File: src/rtl/mcu_el2_pmp_chk_seq_if.sv
// Request/response bundle between the IFU/LSU requesters and the PMP check engine.
// Latency: none (wires only).
// Backpressure: requesters hold *_req_valid until *_req_ready; the response cannot be stalled.
interface mcu_el2_pmp_chk_seq_if;
  logic        ifu_req_valid;
  logic        ifu_req_ready;
  logic [31:0] ifu_req_addr;
  logic        ifu_req_mmode;
  logic        lsu_req_valid;
  logic        lsu_req_ready;
  logic [31:0] lsu_req_addr;
  logic        lsu_req_write;
  logic        lsu_req_mmode;
  logic        rsp_valid;
  logic        rsp_id;
  logic        rsp_allow;
  logic        rsp_match;
  logic [5:0]  rsp_entry;

  modport master (
    output ifu_req_valid, ifu_req_addr, ifu_req_mmode,
    output lsu_req_valid, lsu_req_addr, lsu_req_write, lsu_req_mmode,
    input  ifu_req_ready, lsu_req_ready,
    input  rsp_valid, rsp_id, rsp_allow, rsp_match, rsp_entry
  );

  modport slave (
    input  ifu_req_valid, ifu_req_addr, ifu_req_mmode,
    input  lsu_req_valid, lsu_req_addr, lsu_req_write, lsu_req_mmode,
    output ifu_req_ready, lsu_req_ready,
    output rsp_valid, rsp_id, rsp_allow, rsp_match, rsp_entry
  );
endinterface

File: src/rtl/mcu_el2_pmp_chk_seq.sv
// Time-shared PMP checker: one comparator group scans entries for IFU and LSU requests in turn.
// Latency: handshake cycle, then 1..G SCAN cycles, then one registered RESP cycle.
// Backpressure: ready only in IDLE for the round-robin winner; the response strobe is never stalled.
module mcu_el2_pmp_chk_seq #(
  parameter int PMP_ENTRIES       = 16,
  parameter int ENTRIES_PER_CYCLE = 4
) (
  input  logic                      i_clk,
  input  logic                      i_rst,
  mcu_el2_pmp_chk_seq_if.slave      io_bus,
  input  logic [8*PMP_ENTRIES-1:0]  i_pmp_cfg,
  input  logic [32*PMP_ENTRIES-1:0] i_pmp_addr,
  input  logic                      i_pmp_cfg_wr,
  output logic                      o_busy
);

  localparam logic [1:0] S_IDLE = 2'd0;
  localparam logic [1:0] S_SCAN = 2'd1;
  localparam logic [1:0] S_RESP = 2'd2;

  // Access type doubles as the bit position of R/W/X in the cfg byte.
  localparam logic [1:0] ACC_R = 2'd0;
  localparam logic [1:0] ACC_W = 2'd1;
  localparam logic [1:0] ACC_X = 2'd2;

  localparam logic [5:0] IDX_STEP = 6'(ENTRIES_PER_CYCLE);
  localparam logic [5:0] IDX_LAST = 6'(PMP_ENTRIES - ENTRIES_PER_CYCLE);

  logic [1:0]  r_state;
  logic [5:0]  r_idx;
  logic [29:0] r_addr;
  logic [1:0]  r_acc;
  logic        r_mmode;
  logic        r_id;
  logic        r_rr_lsu;
  logic        r_rsp_id;
  logic        r_rsp_allow;
  logic        r_rsp_match;
  logic [5:0]  r_rsp_entry;

  logic        w_idle;
  logic        w_gnt_ifu;
  logic        w_gnt_lsu;
  logic        w_hit;
  logic [5:0]  w_hit_ent;
  logic        w_hit_allow;
  logic        w_unused;

  logic [7:0]  w_cfg  [ENTRIES_PER_CYCLE];
  logic [29:0] w_hi   [ENTRIES_PER_CYCLE];
  logic [29:0] w_lo   [ENTRIES_PER_CYCLE];
  logic [29:0] w_mask [ENTRIES_PER_CYCLE];
  logic [ENTRIES_PER_CYCLE-1:0] w_ent_match;

  // Round-robin grant: on contention the requester not served last wins.
  always_comb begin
    w_idle    = (r_state == S_IDLE) && !i_rst;
    w_gnt_ifu = w_idle && io_bus.ifu_req_valid && (!io_bus.lsu_req_valid || !r_rr_lsu);
    w_gnt_lsu = w_idle && io_bus.lsu_req_valid && (!io_bus.ifu_req_valid || r_rr_lsu);
  end

  // Match the current group of entries against the latched word address.
  always_comb begin
    for (int j = 0; j < ENTRIES_PER_CYCLE; j++) begin
      w_cfg[j] = i_pmp_cfg[(int'(r_idx) + j) * 8 +: 8];
      w_hi[j]  = i_pmp_addr[(int'(r_idx) + j) * 32 +: 30];
      if (int'(r_idx) + j == 0) begin
        w_lo[j] = '0;
      end else begin
        w_lo[j] = i_pmp_addr[(int'(r_idx) + j - 1) * 32 +: 30];
      end
      // P ^ (P+1) covers the trailing ones plus the first zero; all-ones P wraps to a zero mask.
      w_mask[j] = ~(w_hi[j] ^ (w_hi[j] + 30'd1));
      case (w_cfg[j][4:3])
        2'd1:    w_ent_match[j] = (w_lo[j] < w_hi[j]) && (r_addr >= w_lo[j]) && (r_addr < w_hi[j]);
        2'd2:    w_ent_match[j] = (r_addr == w_hi[j]);
        2'd3:    w_ent_match[j] = ((r_addr ^ w_hi[j]) & w_mask[j]) == '0;
        default: w_ent_match[j] = 1'b0;
      endcase
    end
  end

  // Lowest matching entry in the group wins; descending loop leaves it as the final assignment.
  always_comb begin
    w_hit       = 1'b0;
    w_hit_ent   = '0;
    w_hit_allow = r_mmode;
    for (int j = ENTRIES_PER_CYCLE - 1; j >= 0; j--) begin
      if (w_ent_match[j]) begin
        w_hit       = 1'b1;
        w_hit_ent   = r_idx + 6'(j);
        w_hit_allow = (w_cfg[j][7] || !r_mmode) ? w_cfg[j][r_acc] : 1'b1;
      end
    end
  end

  // Request capture, group scan with rescan on CSR writes, and registered response.
  always_ff @(posedge i_clk) begin
    if (i_rst) begin
      r_state     <= S_IDLE;
      r_idx       <= '0;
      r_addr      <= '0;
      r_acc       <= ACC_R;
      r_mmode     <= 1'b0;
      r_id        <= 1'b0;
      r_rr_lsu    <= 1'b0;
      r_rsp_id    <= 1'b0;
      r_rsp_allow <= 1'b0;
      r_rsp_match <= 1'b0;
      r_rsp_entry <= '0;
    end else begin
      case (r_state)
        S_IDLE: begin
          if (w_gnt_ifu || w_gnt_lsu) begin
            r_id     <= w_gnt_lsu;
            r_addr   <= w_gnt_lsu ? io_bus.lsu_req_addr[31:2] : io_bus.ifu_req_addr[31:2];
            r_acc    <= w_gnt_ifu ? ACC_X : (io_bus.lsu_req_write ? ACC_W : ACC_R);
            r_mmode  <= w_gnt_lsu ? io_bus.lsu_req_mmode : io_bus.ifu_req_mmode;
            r_rr_lsu <= w_gnt_ifu;
            r_idx    <= '0;
            r_state  <= S_SCAN;
          end
        end
        S_SCAN: begin
          if (i_pmp_cfg_wr) begin
            r_idx <= '0;
          end else if (w_hit || (r_idx == IDX_LAST)) begin
            r_rsp_id    <= r_id;
            r_rsp_match <= w_hit;
            r_rsp_entry <= w_hit_ent;
            r_rsp_allow <= w_hit_allow;
            r_state     <= S_RESP;
          end else begin
            r_idx <= r_idx + IDX_STEP;
          end
        end
        S_RESP:  r_state <= S_IDLE;
        default: r_state <= S_IDLE;
      endcase
    end
  end

  assign io_bus.ifu_req_ready = w_gnt_ifu;
  assign io_bus.lsu_req_ready = w_gnt_lsu;
  assign io_bus.rsp_valid     = (r_state == S_RESP) && !i_rst;
  assign io_bus.rsp_id        = r_rsp_id & ~i_rst;
  assign io_bus.rsp_allow     = r_rsp_allow & ~i_rst;
  assign io_bus.rsp_match     = r_rsp_match & ~i_rst;
  assign io_bus.rsp_entry     = r_rsp_entry & {6{~i_rst}};
  assign o_busy               = (r_state != S_IDLE) && !i_rst;

  // Byte-offset and reserved bits never take part in matching.
  assign w_unused = ^{i_pmp_cfg, i_pmp_addr, io_bus.ifu_req_addr[1:0], io_bus.lsu_req_addr[1:0]};

endmodule

File: src/flat_wrapper.sv
// flat-port wrapper written by rule: the top's interface ports become plain ports
module mcu_el2_pmp_chk_seq_flat 
#(
  parameter int PMP_ENTRIES       = 16,
  parameter int ENTRIES_PER_CYCLE = 4
)
  (i_clk, i_rst, i_pmp_cfg, i_pmp_addr, i_pmp_cfg_wr, o_busy, io_bus_ifu_req_valid, io_bus_ifu_req_addr, io_bus_ifu_req_mmode, io_bus_lsu_req_valid, io_bus_lsu_req_addr, io_bus_lsu_req_write, io_bus_lsu_req_mmode, io_bus_ifu_req_ready, io_bus_lsu_req_ready, io_bus_rsp_valid, io_bus_rsp_id, io_bus_rsp_allow, io_bus_rsp_match, io_bus_rsp_entry);
  mcu_el2_pmp_chk_seq_if io_bus_i ();
  input  logic i_clk;
  input  logic i_rst;
  input  logic [8*PMP_ENTRIES-1:0] i_pmp_cfg;
  input  logic [32*PMP_ENTRIES-1:0] i_pmp_addr;
  input  logic i_pmp_cfg_wr;
  output logic o_busy;
  input wire logic [$bits(io_bus_i.ifu_req_valid)-1:0] io_bus_ifu_req_valid;
  input wire logic [$bits(io_bus_i.ifu_req_addr)-1:0] io_bus_ifu_req_addr;
  input wire logic [$bits(io_bus_i.ifu_req_mmode)-1:0] io_bus_ifu_req_mmode;
  input wire logic [$bits(io_bus_i.lsu_req_valid)-1:0] io_bus_lsu_req_valid;
  input wire logic [$bits(io_bus_i.lsu_req_addr)-1:0] io_bus_lsu_req_addr;
  input wire logic [$bits(io_bus_i.lsu_req_write)-1:0] io_bus_lsu_req_write;
  input wire logic [$bits(io_bus_i.lsu_req_mmode)-1:0] io_bus_lsu_req_mmode;
  output wire logic [$bits(io_bus_i.ifu_req_ready)-1:0] io_bus_ifu_req_ready;
  output wire logic [$bits(io_bus_i.lsu_req_ready)-1:0] io_bus_lsu_req_ready;
  output wire logic [$bits(io_bus_i.rsp_valid)-1:0] io_bus_rsp_valid;
  output wire logic [$bits(io_bus_i.rsp_id)-1:0] io_bus_rsp_id;
  output wire logic [$bits(io_bus_i.rsp_allow)-1:0] io_bus_rsp_allow;
  output wire logic [$bits(io_bus_i.rsp_match)-1:0] io_bus_rsp_match;
  output wire logic [$bits(io_bus_i.rsp_entry)-1:0] io_bus_rsp_entry;
  assign io_bus_i.ifu_req_valid = io_bus_ifu_req_valid;
  assign io_bus_i.ifu_req_addr = io_bus_ifu_req_addr;
  assign io_bus_i.ifu_req_mmode = io_bus_ifu_req_mmode;
  assign io_bus_i.lsu_req_valid = io_bus_lsu_req_valid;
  assign io_bus_i.lsu_req_addr = io_bus_lsu_req_addr;
  assign io_bus_i.lsu_req_write = io_bus_lsu_req_write;
  assign io_bus_i.lsu_req_mmode = io_bus_lsu_req_mmode;
  assign io_bus_ifu_req_ready = io_bus_i.ifu_req_ready;
  assign io_bus_lsu_req_ready = io_bus_i.lsu_req_ready;
  assign io_bus_rsp_valid = io_bus_i.rsp_valid;
  assign io_bus_rsp_id = io_bus_i.rsp_id;
  assign io_bus_rsp_allow = io_bus_i.rsp_allow;
  assign io_bus_rsp_match = io_bus_i.rsp_match;
  assign io_bus_rsp_entry = io_bus_i.rsp_entry;
  mcu_el2_pmp_chk_seq #(.PMP_ENTRIES(PMP_ENTRIES), .ENTRIES_PER_CYCLE(ENTRIES_PER_CYCLE)) u_core (.i_clk(i_clk), .i_rst(i_rst), .io_bus(io_bus_i), .i_pmp_cfg(i_pmp_cfg), .i_pmp_addr(i_pmp_addr), .i_pmp_cfg_wr(i_pmp_cfg_wr), .o_busy(o_busy));
endmodule
File: config.mk
export PLATFORM = sky130hd
export DESIGN_NAME = mcu_el2_pmp_chk_seq_flat
export DESIGN_NICKNAME = d
export VERILOG_FILES = /design/src/rtl/mcu_el2_pmp_chk_seq_if.sv /design/src/rtl/mcu_el2_pmp_chk_seq.sv /design/src/flat_wrapper.sv
export SDC_FILE = /design/constraint.sdc
export NUM_CORES = 1
export LEC_CHECK = 0
export ABC_AREA = 1
export CORE_AREA = 2 2 282 284
export DETAILED_ROUTE_END_ITERATION = 10
export DIE_AREA = 0 0 284 286
export SLEW_MARGIN = 10
export SYNTH_ARGS = -nofsm -noshare
export SYNTH_HDL_FRONTEND = slang
export SYNTH_SLANG_ARGS = --single-unit
File: constraint.sdc
create_clock -name i_clk -period 6.1 [get_ports i_clk]
set_input_delay 0.61 -clock i_clk [delete_from_list [all_inputs] [get_ports i_clk]]
set_output_delay 0.61 -clock i_clk [all_outputs]
set_load 0.02 [all_outputs]
## Word-level counts from Yosys, hierarchy flattened

Index checks and enable logic that the tools add are counted.

- Register bits after elaboration: 52
- Bits of input ports: 712
- Output and inout port bits: 13
- Word-level logic and storage cells: 183

- $add $sub $neg: 15
- $lt $le $gt $ge: 13
- Equal/unequal tests: 23
- Shift operators: 12
- Multiplexer cells: 44
- Bitwise operators: 22
- Reduce and logical (&&, ||, !) cells: 43

Operator list:

| kind | number |
|---|---|
| indexed part select 512 x 32 -> 30 bit | 7 |
| indexed part select 512 x 12 -> 30 bit | 1 |
| indexed part select 128 x 32 -> 8 bit | 3 |
| less-than comparator 30 bit | 8 |
| bitwise XOR 30 bit | 8 |
| two-way mux 30 bit | 5 |
| logical NOT 32 bit | 4 |
| indexed part select 128 x 10 -> 8 bit | 1 |
| adder 30 x 1 -> 30 bit, second input constant | 4 |
| bitwise AND 30 bit | 4 |
| == test 30 bit | 4 |
| >= comparator 30 bit | 4 |
| logical NOT 30 bit | 4 |
| inverter 30 bit | 4 |
| subtractor 27 x 2 -> 27 bit, second input constant | 3 |
| two-way mux 6 bit | 7 |
| == test 2 bit, second input constant | 9 |
| two-way mux 1 bit | 18 |
| logical AND 1 bit | 15 |
| adder 6 x 2 -> 7 bit, second input constant | 2 |
| adder 6 x 2 -> 6 bit, second input constant | 2 |
| one-hot mux 1 bit (3 select lines) | 4 |
| one-hot mux 6 bit (2 select lines) | 1 |
| == test 2 x 1 -> 1 bit, second input constant | 5 |
| other kinds (21) | 45 |

## Depth between registers and ports, before layout

Gate-level depths: netlist (run 1).

- Depth in word-level cells: 16
- Gate-level depth with buffers: 36
- Depth with buffers taken out: 30

## Worst setup path after synthesis (run 1)

OpenSTA, ideal clock, no wires.

- Path kind: register -> register
- Start: reg u_core.r_idx[2]
- End: reg u_core.r_idx[4]
- Library setup time: 0.071 ns
- Arrival time: 4.444 ns
- Required time: 6.029 ns
- Path slack: 1.586 ns
- Stages on the path, launching flop included: 34
- Path buffers: 8
- Clock period less this slack: 4.514 ns
- Path through: dfxtp_1 -> buf_6 -> inv_4 -> buf_6 -> buf_6 -> buf_6 -> clkbuf_1 -> clkbuf_1 -> ha_1 -> xor2_1 -> a21oi_1 -> nand2_1 -> inv_1 -> clkbuf_1 -> a32oi_1 -> nor2_1 -> inv_1 -> ha_1 -> nand2_1 -> nor2_1 -> a211oi_1 -> o21ai_0 -> a21oi_1 -> nand3_1 -> nand2_1 -> inv_1 -> nand4_1 -> nand3_2 -> nor2_2 -> nand3_2 -> nand2_4 -> buf_6 -> nand3_1 -> a21oi_1

- Cells in the longest elaborated chain, start to end: 15
- Elaborated cells between the ends (all ways): 103
- Those cells by class: add/sub: 12; order compare: 12; eq/ne: 18; shift: 12; mux: 15; bitwise: 16; reduce/logical: 18

RTL lines:

| what | line | RTL |
|---|---|---|
| start: declaration | mcu_el2_pmp_chk_seq.sv:30 | `logic [5:0] r_idx;` |
| start signal: assignment | mcu_el2_pmp_chk_seq.sv:134 | `r_idx <= r_idx + IDX_STEP;` |
| adder 6 x 2 -> 7 bit | n/a |  |
| subtractor 27 x 2 -> 27 bit or indexed part select 512 x 32 -> 30 bit (tied branches) | mcu_el2_pmp_chk_seq.sv:70, mcu_el2_pmp_chk_seq.sv:66 |  |
| indexed part select 512 x 32 -> 30 bit or adder 30 x 1 -> 30 bit (tied branches) | mcu_el2_pmp_chk_seq.sv:70, mcu_el2_pmp_chk_seq.sv:73 |  |
| two-way mux 30 bit or bitwise XOR 30 bit (tied branches) | mcu_el2_pmp_chk_seq.sv:67, mcu_el2_pmp_chk_seq.sv:73 |  |
| less-than comparator 30 bit (tied with other cells) | mcu_el2_pmp_chk_seq.sv:75 | `2'd1: w_ent_match[j] = (w_lo[j] < w_hi[j]) && (r_addr >= w_lo[j]) && (r_addr < w_hi[j]);` |
| logical AND 1 bit or bitwise AND 30 bit (tied branches) | mcu_el2_pmp_chk_seq.sv:75, mcu_el2_pmp_chk_seq.sv:77 |  |
| logical AND 1 bit or logical NOT 30 bit (tied branches) | mcu_el2_pmp_chk_seq.sv:75, mcu_el2_pmp_chk_seq.sv:77 |  |
| one-hot mux 1 bit (3 select lines) | mcu_el2_pmp_chk_seq.sv:74 | `case (w_cfg[j][4:3])` |
| two-way mux 1 bit (4 in series) | mcu_el2_pmp_chk_seq.sv:89 | `if (w_ent_match[j]) begin` |
| logical OR 1 bit | mcu_el2_pmp_chk_seq.sv:127 | `end else if (w_hit \|\| (r_idx == IDX_LAST)) begin` |
| != test 3 bit (no line) | n/a |  |
| AND reduction 3 bit (no line) | n/a |  |

Parallel ways exist; a longest one is shown, timed or not. The select of a mux whose other input is x is not followed.
A chain may end at the register's enable or synchronous reset.

## Worst setup path after layout (run 1)

- Start: reg u_core.r_idx[3]
- End: reg u_core.r_idx[3]

The elaborated chain is that of the path after synthesis.

==> results.cfg, run 1 <==
[clocking]
post-cts-setup-buffers = 0
root_buffer = clkbuf_16
cts_resized = 0
clock_sinks = 49
clk_pin_slew_worst_paths_ns = 0.07
cts_tree = done
cts_max_path_buffers = 2
numCtsBuffers = 5
postCtsHoldBufs = 0
clkLatencyLatePin_ns = 0.31
clock_tree.htree_level_count = 2

[power_and_ir_drop]
p_leak_uw = 0.0158
p_int_uw = 2630
powerDensity_nw_per_um2 = 235
p_comb_frac = 0.887
p_switching_uw = 4420
p_seq_frac = 0.069
power_frac_clock = 0.043
peakVddDrop_mv = 0.137
netSwitchingFraction = 0.627

[setup_path]
cpMostUsedCell = nand2_1
cp-start-kind = flip-flop
slowest_stage = dfxtp_4
cp_data_arrival_time_ns = 5.16
cp_max_fo = 26
required_ns = 6.34
endpoint_kind = flip-flop
max_stage_delay_ns = 0.45
critPathKind = reg2reg

[timing]
setup-tns-final_ns = 0
fin_crit_ns = 4.93
finalClockSkew_ns = 0.00783
finalSetupViolCount = 0
fin_crit_sh = 0.808
worst_hold_slack_ns = 0.463
hold_viol_final = 0
slew-limit-headroom = 0.199
maxSlewViolCount = 0
fmax_mhz = 203
grt_setup_unrepaired = no
worst_slew_pin_slew_ns = 1.20

[logic_synthesis]
ys.flop_type = dfxtp_1
synth_area_leaders = nand2_1, ha_1, inv_1
syn_area_um2 = 22400
synth.distinct_cells = 60
ys_warn_count = 0
synth_nets = 5307
synth_top_area_frac = 0.231
synthCells = 4230
ys_seq_elements = 49
post_synth.cell_area_avg_um2 = 5.29
synth-async-reset-ratio = 0
seq_area_frac_synth = 0.0438
synth-edff-count = 0
yosys.area.top_type = nand2_1

[route]
drc = 0
wl_per_cell_um = 22.4
vias = 30200
drt-initial-drc-count = 2719
viasPerCell = 5.17
drtPass1Iterations = 7
drt_wl_total_mm = 131
ant_nets = 0

[place]
dp_cells = 5823
dpl.hpwl_mm = 110
gp_congestion = 1.02
port_buffers = 656
placed_cell_area_um2 = 29900

[grt]
grt_usage = 0.309
grt_pass1_vias = 28400
antenna_found_initial = 7
grt_overflow = 0
grt_pass1_wl_mm = 187
grt_max_degree = 139

[floorplan]
start_util = 0.286
ios = 725
die_w_um = 284
dieArea_um2 = 81200
num_rows = 103
die_h_um = 286
coreArea_um2 = 78400

[min_path]
hold_class = reg2reg

[cells_and_area]
fin_util = 0.383
nets = 5857
drive_above_1_share = 0.0295
layout_common_cells = nand2_1, clkdlybuf4s50_1, inv_1
syn2layout_area_growth_pct = 34.1
final_common_cell = nand2_1
fin_cells = 5836
fill_cells = 9058
final_cell_area_um2 = 30000

[run_status]
run_status = finished clean

[run]
maxCapViolations = 0
through the flow:
step | total power, µW | setup WS [ns]
finish | 7050 | 1.17
floorplan | 4310 | 1.59
global route | 7720 | 0.670
CTS | 6940 | 1.27
global placement | 6550 | 1.33
detailed placement | 6610 | 1.30
layer usage:
layer	vias up	wire, µm	track usage
li1	14900	-	-
met5	-	22	0
met1	13800	54100	0.380
met3	241	10000	0.0509
met2	1313	60500	0.534
met4	4	6040	0.125
cells in the mapped netlist, types with 8 or more instances:
cell	number
a211oi_1	16
a21oi_1	220
a22o_1	24
a31oi_1	31
buf_1	13
buf_2	65
buf_4	16
buf_6	16
clkbuf_1	57
dfxtp_1	49
ha_1	365
inv_1	612
inv_2	14
nand2_1	1378
nand2_2	11
nand3_1	390
nand3b_1	8
nand4_1	54
nor2_1	455
nor2_2	22
nor3_1	49
nor4_1	19
o211ai_1	26
o21a_1	10
o21ai_0	166
o21ai_1	18
o21bai_1	11
o22ai_1	16
or2_2	10
power by group through the flow:
stage	clock [µW]	combinational (µW)	sequential, µW
6_report	304	6260	489
5_1_grt	324	6910	488
4_1_cts	312	6140	487
3_5_place_dp	0	6120	494
3_3_place_gp	0	6050	492
2_1_floorplan	0	3890	419
cell type report:
type                            count  area, µm²  area share
Multi-Input combinational cell   3382      18100       0.605
Timing Repair Buffer              710       7020       0.234
Inverter                          632       2390      0.0795
Tap cell                         1050       1310      0.0438
Sequential cell                    49        988      0.0329
Clock buffer                        5        125     0.00417
Clock inverter                      3       25.0    0.000833
Antenna cell                        5       12.5    0.000417
worst max-delay path, delay by kind of cell, from the launching register on:
| kind | cells | cell delay [ns] |
|---|---|---|
| AND/OR/NAND/NOR | 18 | 2.42 |
| buffers and inverters | 6 | 1.15 |
| AO/OA/AOI/OAI | 4 | 0.51 |
| flip-flops | 1 | 0.45 |
| adder cells (fa/ha/maj) | 1 | 0.31 |
final timing paths:
check / slack (ns) / end / start / cells past startpoint
hold reg to reg: 0.46 / u_core.r_rsp_entry[5] / u_core.r_rsp_entry[5] / 2
setup reg to reg: 1.17 / u_core.r_idx[3] / u_core.r_idx[3] / 29
hold / removal: 0.46 / u_core.r_rsp_entry[5] / u_core.r_rsp_entry[5] / 2
setup / recovery: 1.17 / u_core.r_idx[3] / u_core.r_idx[3] / 29
cell families after synthesis:
logic type / share of synthesized area
flops: 0.0438
compound gates: 0.153
fa+ha+maj: 0.204
simple gates: 0.452
xor+xnor: 0.00117
buf+inv: 0.146
state kept, by name, summed over array words and instances (netlist names), 2 cells and up:
register / count
u_core.r_addr: 30
u_core.r_rsp_entry: 6
u_core.r_idx: 4
u_core.r_state: 2
(Power assumes the default switching activity.)
==> run 2: changes to the inputs <==
--- a/config.mk
+++ b/config.mk
@@ -6,9 +6,9 @@
 export NUM_CORES = 1
 export LEC_CHECK = 0
 export ABC_AREA = 1
-export CORE_AREA = 2 2 282 284
+export CORE_AREA = 2 2 281 283
 export DETAILED_ROUTE_END_ITERATION = 10
-export DIE_AREA = 0 0 284 286
+export DIE_AREA = 0 0 283 285
 export SLEW_MARGIN = 10
 export SYNTH_ARGS = -nofsm -noshare
 export SYNTH_HDL_FRONTEND = slang
==> constraint.sdc (replaced) <==
create_clock -name i_clk -period 4.3 [get_ports i_clk]
set_input_delay 0.43 -clock i_clk [delete_from_list [all_inputs] [get_ports i_clk]]
set_output_delay 0.43 -clock i_clk [all_outputs]
set_load 0.02 [all_outputs]
==> run 2 against run 1 <==
- count of clock-buffer cells in the layout is the same
- sequential power grew 37%
- critical path depth shrank 5
- hold slack lost 0.013 ns
==> results.cfg, run 2 (synthesis results as in run 1) <==
[run]
maxCapViolations = 0

[grt]
grt_max_degree = 85
grt_pass1_vias = 28800
grt_usage = 0.318
grt_pass1_wl_mm = 191
antenna_found_initial = 4
grt_overflow = 0

[timing]
worst_hold_slack_ns = 0.450
finalSetupViolCount = 0
worst_slew_pin_slew_ns = 1.05
setup-tns-final_ns = 0
fin_crit_sh = 0.948
finalClockSkew_ns = 0.0124
slew-limit-headroom = 0.298
setup_ws_ns = 0.222
hold_viol_final = 0
fin_crit_ns = 4.08
maxSlewViolCount = 0
grt_setup_unrepaired = no
fmax_mhz = 245

[clocking]
numCtsBuffers = 5
clock_tree.htree_level_count = 2
clkLatencyLatePin_ns = 0.30
root_buffer = clkbuf_16
cts_max_path_buffers = 2
clk_pin_slew_worst_paths_ns = 0.08
clock_sinks = 49
cts_tree = done

[min_path]
min_from = u_core.r_rsp_entry[4]
hold_class = reg2reg
hold_depth = 2
min_to = u_core.r_rsp_entry[4]

[cells_and_area]
syn2layout_area_growth_pct = 39.8
largest_register = u_core.r_addr
drive_above_1_share = 0.0559
fin_cells = 5958
layout_common_cells = nand2_1, clkdlybuf4s50_1, inv_1
final_common_cell = nand2_1
fill_cells = 8581
multi_input_area_um2 = 18200
nets = 5980
largestRegisters = u_core.r_addr (30), u_core.r_rsp_entry (6), u_core.r_idx (4)
regArea_um2 = 990
fin_util = 0.401
largest_reg_flops = 30

[setup_path]
r2r_slack_ns = 0.22
cp_data_arrival_time_ns = 4.26
cp_max_fo = 14
reg2regPathDepth = 24
reg2reg_to = u_core.r_idx[3]
cp-start-kind = flip-flop
critPathKind = reg2reg
endpoint_kind = flip-flop
r2r_start = u_core.r_idx[3]
required_ns = 4.49

[route]
ant_nets = 0
drt-initial-drc-count = 3221
wl_per_cell_um = 22.5
drt_wl_total_mm = 134
vias = 30700
drtPass1Iterations = 6
viasPerCell = 5.15
drc = 0

[power_and_ir_drop]
peakVddDrop_mv = 0.148
powerDensity_nw_per_um2 = 336
p_leak_uw = 0.0165

[place]
dpl.hpwl_mm = 114
pre_cts_ws_ns = 0.0886
dp_cells = 5943
gp_congestion = 1.05
port_buffers = 656

[floorplan]
num_rows = 103
die_h_um = 285
dieArea_um2 = 80700
ios = 725
die_w_um = 283
start_util = 0.287
coreArea_um2 = 78000

[run_status]
run_status = finished clean
-- run 2: timing repair --
action	4_1_cts	5_1_grt
hold buffers	0	0
setup buffers	0	1
gates resized for setup	0	18
endpoints found under the setup margin	0	15
-- run 2: final cells by class --
cell class              instances  share of cell area
diodes                          4            0.000320
clock buffers                   5             0.00400
clock inverters                 3            0.000800
inverters                     632              0.0764
multi-input cells            3382               0.582
flip-flops and latches         49              0.0316
well taps                    1050              0.0420
repair buffers                833               0.263
-- run 2: worst max path at each step --
stage | cells past startpoint | from | to
after global routing | 29 | u_core.r_idx[2] | u_core.r_rsp_id
after CTS | 24 | u_core.r_idx[2] | u_core.r_idx[3]
after detailed placement | 21 | i_pmp_addr[189] | u_core.r_idx[3]
after floorplan | 30 | u_core.r_idx[2] | u_core.r_idx[4]
after global placement | 24 | u_core.r_idx[2] | u_core.r_idx[3]
final | 24 | u_core.r_idx[3] | u_core.r_idx[3]
-- run 2: stage by stage --
step | total power, µW | cell area, µm²
5_1_grt | 11500 | 31300
6_report | 10500 | 31300
4_1_cts | 10300 | 31200
3_3_place_gp | 9690 | 31000
2_1_floorplan | 6120 | 22400
3_5_place_dp | 9800 | 31000
-- run 2: where the power goes --
part	internal, µW	leakage, µW	switching (µW)
registers	505	0.000404	163
logic	3400	0.0160	6000
clock network	221	0.0000723	207
-- run 2: layer usage --
layer | global-route usage | up-vias | routed length [µm]
met5 | 0 | - | 0
met1 | 0.409 | 13900 | 56600
met2 | 0.528 | 1437 | 60100
met3 | 0.0462 | 224 | 10800
li1 | - | 15100 | -
met4 | 0.134 | 0 | 6520
-- run 2: critical path, stage by stage, from the launching register on --
cell       delay (ns)
dfxtp_4          0.40
inv_6            0.20
nor2_4           0.13
buf_4            0.18
a22o_1           0.25
o21ai_0          0.78
ha_1             0.44
nand2_1          0.11
inv_1            0.06
nand2_1          0.07
a21oi_1          0.05
nor2_1           0.12
o2111ai_1        0.12
nor2_1           0.11
nand2_1          0.06
nor2_1           0.08
nand2_1          0.09
nand3_4          0.14
nor2_4           0.06
nand3_2          0.10
nand2_8          0.10
nand2_2          0.13
nand2_1          0.06
nand2_1          0.07
nor2_1           0.04
